--- config.mk ---
export PLATFORM = sky130hd
export DESIGN_NAME = dmem_access_unit
export DESIGN_NICKNAME = d
export VERILOG_FILES = /design/src/rtl/dmem_access_unit.sv
export SDC_FILE = /design/constraint.sdc
export NUM_CORES = 1
export LEC_CHECK = 0
export BUFFER_PORTS_ARGS = -buffer_cell sky130_fd_sc_hd__buf_2
export CORE_ASPECT_RATIO = 1.4
export CORE_MARGIN = 2
export CORE_UTILIZATION = 53
export CTS_CLUSTER_SIZE = 25
export DETAILED_ROUTE_END_ITERATION = 6
export PLACE_DENSITY = 0.89
export REMOVE_ABC_BUFFERS = 1
export SYNTH_ARGS = -nofsm -noshare
export SYNTH_HDL_FRONTEND = slang
export SYNTH_SLANG_ARGS = --single-unit
--- constraint.sdc ---
create_clock -name clk -period 7.75 [get_ports clk]
set_clock_uncertainty 0.05 [all_clocks]
set_input_delay 0.775 -clock clk [delete_from_list [all_inputs] [get_ports clk]]
set_output_delay 0.775 -clock clk [all_outputs]
set_load 0.05 [all_outputs]
--- src/rtl/dmem_access_unit.sv ---
// MEM-stage data-memory access unit.
// Turns a load/store in MEM into a registered req/ack transaction, stalls the
// pipeline until the access completes, and returns the extended load data.
// Optional feature macro: DMEM_MISALIGN_CHECK_EN (flags misaligned half/word
// accesses and suppresses their request; when undefined, misalign is tied low).
module dmem_access_unit #(
  parameter int unsigned DATA_W = 32
) (
  input  logic              clk,
  input  logic              rst,
  input  logic              mem_read_MEM,
  input  logic              mem_write_MEM,
  input  logic [2:0]        funct3_MEM,
  input  logic [DATA_W-1:0] alu_result_MEM,
  input  logic [DATA_W-1:0] rs2_data_MEM,
  input  logic              Istall,
  input  logic              wfi_stall,
  output logic              dm_req,
  output logic              dm_we,
  output logic [DATA_W-1:0] dm_addr,
  output logic [3:0]        dm_wstrb,
  output logic [DATA_W-1:0] dm_wdata,
  input  logic              dm_ack,
  input  logic [DATA_W-1:0] dm_rdata,
  output logic              Dstall,
  output logic [DATA_W-1:0] Dcache_out_ext,
  output logic              misalign
);

  typedef enum logic [1:0] {
    S_IDLE,
    S_REQ,
    S_DONE
  } state_e;

  state_e              state_q, state_d;
  logic                dm_req_q, dm_req_d;
  logic                dm_we_q, dm_we_d;
  logic [DATA_W-1:0]   dm_addr_q, dm_addr_d;
  logic [3:0]          dm_wstrb_q, dm_wstrb_d;
  logic [DATA_W-1:0]   dm_wdata_q, dm_wdata_d;
  logic [DATA_W-1:0]   rdata_q, rdata_d;
  logic [2:0]          funct3_q, funct3_d;
  logic [1:0]          lane_q, lane_d;
  logic                load_q, load_d;

  logic                size_byte;
  logic                size_half;
  logic                misalign_c;
  logic                acc;
  logic [3:0]          wstrb_c;
  logic [DATA_W-1:0]   wdata_c;
  logic [7:0]          byte_lane;
  logic [15:0]         half_lane;
  logic [DATA_W-1:0]   ext_c;

  // Decode access size, alignment and the store strobe/data for the MEM instruction
  always_comb begin
    size_byte = (funct3_MEM[1:0] == 2'b00);
    size_half = (funct3_MEM[1:0] == 2'b01);
`ifdef DMEM_MISALIGN_CHECK_EN
    misalign_c = ~rst & (mem_read_MEM | mem_write_MEM) &
                 ((size_half & alu_result_MEM[0]) |
                  (~size_byte & ~size_half & (alu_result_MEM[1:0] != 2'b00)));
`else
    misalign_c = 1'b0;
`endif
    acc = (mem_read_MEM | mem_write_MEM) & ~misalign_c;
    if (size_byte) begin
      wstrb_c = 4'b0001 << alu_result_MEM[1:0];
      wdata_c = {4{rs2_data_MEM[7:0]}};
    end else if (size_half) begin
      wstrb_c = 4'b0011 << {alu_result_MEM[1], 1'b0};
      wdata_c = {2{rs2_data_MEM[15:0]}};
    end else begin
      wstrb_c = 4'b1111;
      wdata_c = rs2_data_MEM;
    end
  end

  // Next-state and register-load logic for the IDLE/REQ/DONE handshake
  always_comb begin
    state_d    = state_q;
    dm_req_d   = dm_req_q;
    dm_we_d    = dm_we_q;
    dm_addr_d  = dm_addr_q;
    dm_wstrb_d = dm_wstrb_q;
    dm_wdata_d = dm_wdata_q;
    rdata_d    = rdata_q;
    funct3_d   = funct3_q;
    lane_d     = lane_q;
    load_d     = load_q;
    case (state_q)
      S_IDLE: begin
        if (acc) begin
          state_d    = S_REQ;
          dm_req_d   = 1'b1;
          dm_we_d    = mem_write_MEM;
          dm_addr_d  = {alu_result_MEM[DATA_W-1:2], 2'b00};
          dm_wstrb_d = wstrb_c;
          dm_wdata_d = wdata_c;
          funct3_d   = funct3_MEM;
          lane_d     = alu_result_MEM[1:0];
          load_d     = ~mem_write_MEM;
        end
      end
      S_REQ: begin
        if (dm_ack) begin
          if (!dm_we_q) begin
            rdata_d = dm_rdata;
          end
          dm_req_d = 1'b0;
          state_d  = S_DONE;
        end
      end
      S_DONE: begin
        // The instruction stays in MEM until the rest of the pipeline moves
        if (!Istall && !wfi_stall) begin
          state_d = S_IDLE;
        end
      end
      default: state_d = S_IDLE;
    endcase
  end

  // State and transaction registers; reset abandons any access in flight
  always_ff @(posedge clk or posedge rst) begin
    if (rst) begin
      state_q    <= S_IDLE;
      dm_req_q   <= 1'b0;
      dm_we_q    <= 1'b0;
      dm_addr_q  <= '0;
      dm_wstrb_q <= '0;
      dm_wdata_q <= '0;
      rdata_q    <= '0;
      funct3_q   <= '0;
      lane_q     <= '0;
      load_q     <= 1'b0;
    end else begin
      state_q    <= state_d;
      dm_req_q   <= dm_req_d;
      dm_we_q    <= dm_we_d;
      dm_addr_q  <= dm_addr_d;
      dm_wstrb_q <= dm_wstrb_d;
      dm_wdata_q <= dm_wdata_d;
      rdata_q    <= rdata_d;
      funct3_q   <= funct3_d;
      lane_q     <= lane_d;
      load_q     <= load_d;
    end
  end

  // Lane select and sign/zero extension of the captured read word
  always_comb begin
    case (lane_q)
      2'b00:   byte_lane = rdata_q[7:0];
      2'b01:   byte_lane = rdata_q[15:8];
      2'b10:   byte_lane = rdata_q[23:16];
      default: byte_lane = rdata_q[31:24];
    endcase
    half_lane = lane_q[1] ? rdata_q[31:16] : rdata_q[15:0];
    case (funct3_q)
      3'b000:  ext_c = {{24{byte_lane[7]}}, byte_lane};
      3'b001:  ext_c = {{16{half_lane[15]}}, half_lane};
      3'b100:  ext_c = {24'h0, byte_lane};
      3'b101:  ext_c = {16'h0, half_lane};
      default: ext_c = rdata_q;
    endcase
    Dcache_out_ext = ((state_q == S_DONE) && load_q) ? ext_c : '0;
  end

  // Data-side stall: decode cycle of an access plus every cycle waiting for ack
  always_comb begin
    Dstall = ~rst & (((state_q == S_IDLE) & acc) | (state_q == S_REQ));
  end

  assign dm_req   = dm_req_q;
  assign dm_we    = dm_we_q;
  assign dm_addr  = dm_addr_q;
  assign dm_wstrb = dm_wstrb_q;
  assign dm_wdata = dm_wdata_q;
  assign misalign = misalign_c;

endmodule

==> impl_metrics.tcl <==
set metrics [dict create \
    grt_max_degree 56 \
    ys_warn_count 0 \
    io_buffer_count 206 \
    worst_setup_path_start_kind "flip-flop" \
    grt_pass1_vias 4221 \
    cp-end-kind "primary output" \
    cts_setup_buffers 0 \
    rsz0062_at_grt "false" \
    synth_top_area_share 0.507 \
    wl_per_cell_um 17.1 \
    design_area_um2 6670 \
    placed_area_um2 6360 \
    clkTransAtPathRegs_ns 0.07 \
    n_antenna_cell 0 \
    drc 0 \
    start_util 0.541 \
    core-area_um2 9850 \
    drive_above_1_share 0.572 \
    slowest_stage "dfrtp_1" \
    place_congestion 0.930 \
    synth_cells 428 \
    cts_root_buf "clkbuf_16" \
    drv_cap 0 \
    p_per_area_nw_per_um2 509 \
    p_leak_nw 3.18 \
    rr_startpoint "state_q[1]" \
    io_pins 210 \
    synthTopCellsByArea "dfrtp_1 51%, mux2_2 26%, o21ai_0 2.6%" \
    grt_use_met1 0.287 \
    insertion_delay_ns 0.34 \
    crit_required_ns 6.92 \
    fin_setup_tns_ns 0 \
    via_per_inst 5.49 \
    slew_violations 0 \
    setup_violations 0 \
    critical_path.top_delay_family "flip-flops" \
    cp_max_fo 29 \
    grt_busiest_layer "met2" \
    status "completed" \
    hold_slack_ns 0.431 \
    crit_type "flip-flop to primary output" \
    netlist_area_um2 5330 \
    synth_top_area_cell "dfrtp_1" \
    grt_pass1_wl_um 20500 \
    nets 725 \
    synth_seq_cells 108 \
    grtUsageMet2 0.425 \
    cp.buffers_inverters 1 \
    syn_avg_cell_area_um2 12.4 \
    wirelength_um 13000 \
    crit_chain "mux4_2 -> a211oi_4 -> a2111oi_0 -> buf_2" \
    fin_crit_sh 0.444 \
    drt-initial-drc-count 199 \
    die_x_um 88.7 \
    period_minus_slack_ns 3.44 \
    cts_buffer_depth 2 \
    maxSlewHeadroom 0.309 \
    min_path_type "flip-flop to flip-flop" \
    fillers 739 \
    drtAntennaViolNets 0 \
    cts.sinks 108 \
    synth.distinct_cells 38 \
    ctsResizeCount 0 \
    syn2layout_area_growth_pct 25.3 \
    numCtsBuffers 9 \
    finalHoldViolCount 0 \
    htree_num_levels 3 \
    grt_use_met3 0.0572 \
    cp.arrival_ns 2.62 \
    die_area_um2 10900 \
    gr-total-overflow 0 \
    cts_hold_buf 0 \
    cpPeakStageDelay_ns 0.95 \
    utilization 0.678 \
    critical_path.startpoint "lane_q[1]" \
    max_slew.worst_pin.slew_ns 1.03 \
    vias 4170 \
    hp-start "dm_req" \
    antenna_found_initial 0 \
    fmax_ghz 0.291 \
    cts_tree "built" \
    dr.pass1.iters 5 \
    fp.dieH_um 123 \
    vdd.ir_drop.worst_mv 0.296 \
    dp.final_hpwl_um 9630 \
    grt_usage 0.242 \
    seq_area_frac_synth 0.507 \
    rows 43 \
]
[flip-flops by register name, indices dropped and copies added (netlist names)]
name / flops
state_q: 2
load_q: 1
lane_q: 2
dm_req: 1
dm_addr: 30
dm_wdata: 32
dm_wstrb: 4
funct3_q: 3
dm_we: 1
rdata_q: 32
[cell families (layout without fill, tap and decap cells)]
family | count (synthesis) | count (layout) | share of synthesized area
other | 1 | 3 | 0.000704
and+or+nand+nor | 60 | 60 | 0.0585
AOI/OAI and AO/OA | 69 | 69 | 0.0864
DFF | 108 | 108 | 0.507
muxes | 139 | 139 | 0.296
buffers and inverters | 51 | 245 | 0.0514
[tightest hold or removal path, cell delays in order, from the launching register on]
cell	delay [ns]
dfrtp_1	0.35
nand2_1	0.05
nand2_1	0.05
[power breakdown]
part	internal, mW	switching, mW
logic	0.613	1.21
clock network	0.262	0.208
registers	0.853	0.245
total	1.73	1.66
[final timing paths]
path,to,slack (ns),cells after the start
worst min-delay path,dm_req,0.43,2
worst max-delay path,Dcache_out_ext[8],4.31,4
max in group asynchronous,rdata_q[21],6.02,3
worst min register to register,dm_req,0.43,2
worst max register to register,dm_addr[30],5.34,4
min in group asynchronous,dm_wdata[18],0.48,2
[routing by layer]
layer  share of wire  wire, µm
met1            0.39      4990
met2            0.52      6740
met3           0.079      1030
met4           0.016       201
met5               0         0
[synthesized netlist by cell type (all sizes together)]
| cell type | count |
|---|---|
| nor3 | 1 |
| o21bai | 3 |
| dfrtp | 108 |
| o22ai | 1 |
| nand3b | 2 |
| a221oi | 1 |
| conb | 1 |
| o21ai | 30 |
| or3b | 1 |
| nand2b | 4 |
| inv | 20 |
| nor4b | 1 |
| clkbuf | 7 |
| a21oi | 5 |
| and4b | 1 |
| mux2i | 12 |
| mux2 | 126 |
| buf | 24 |
| a211oi | 8 |
| a22o | 1 |
| o21a | 7 |
| mux4 | 1 |
| nor2b | 1 |
| or3 | 1 |
| nor3b | 7 |
| o32ai | 6 |
| nor2 | 14 |
| nand2 | 27 |
| a2111oi | 7 |
[final cells by class]
cell class              instances  area (µm²)  area share
multi-input cells             271        2360       0.354
inverters                      20        77.6      0.0116
flip-flops and latches        108        2700       0.405
clock buffers                  10         239      0.0358
repair buffers                209        1050       0.158
clock inverters                 6        71.3      0.0107
well taps                     135         169      0.0253
[layout by cell type (no fill, tap or decap), types with 4 or more instances in the layout]
master	netlist	routed
buf_2	14	206
mux2_2	123	123
dfrtp_1	108	108
o21ai_0	28	27
nand2_1	27	27
inv_1	20	19
nor2_1	13	13
mux2i_1	11	11
clkbuf_16	0	9
a211oi_1	7	7
nor3b_1	7	7
a2111oi_0	7	7
o21a_1	7	6
o32ai_1	6	6
a21oi_1	5	5
nand2b_1	4	4
[through the flow]
stage               total power, mW  setup slack [ns]  instances
floorplan                      2.48              3.28        399
global placement               2.86              4.83        743
detailed placement             2.93              4.73        743
CTS                            3.41              4.35        759
global route                   3.56              4.18        759
finish                         3.39              4.31        759
(Power assumes the default switching activity.)
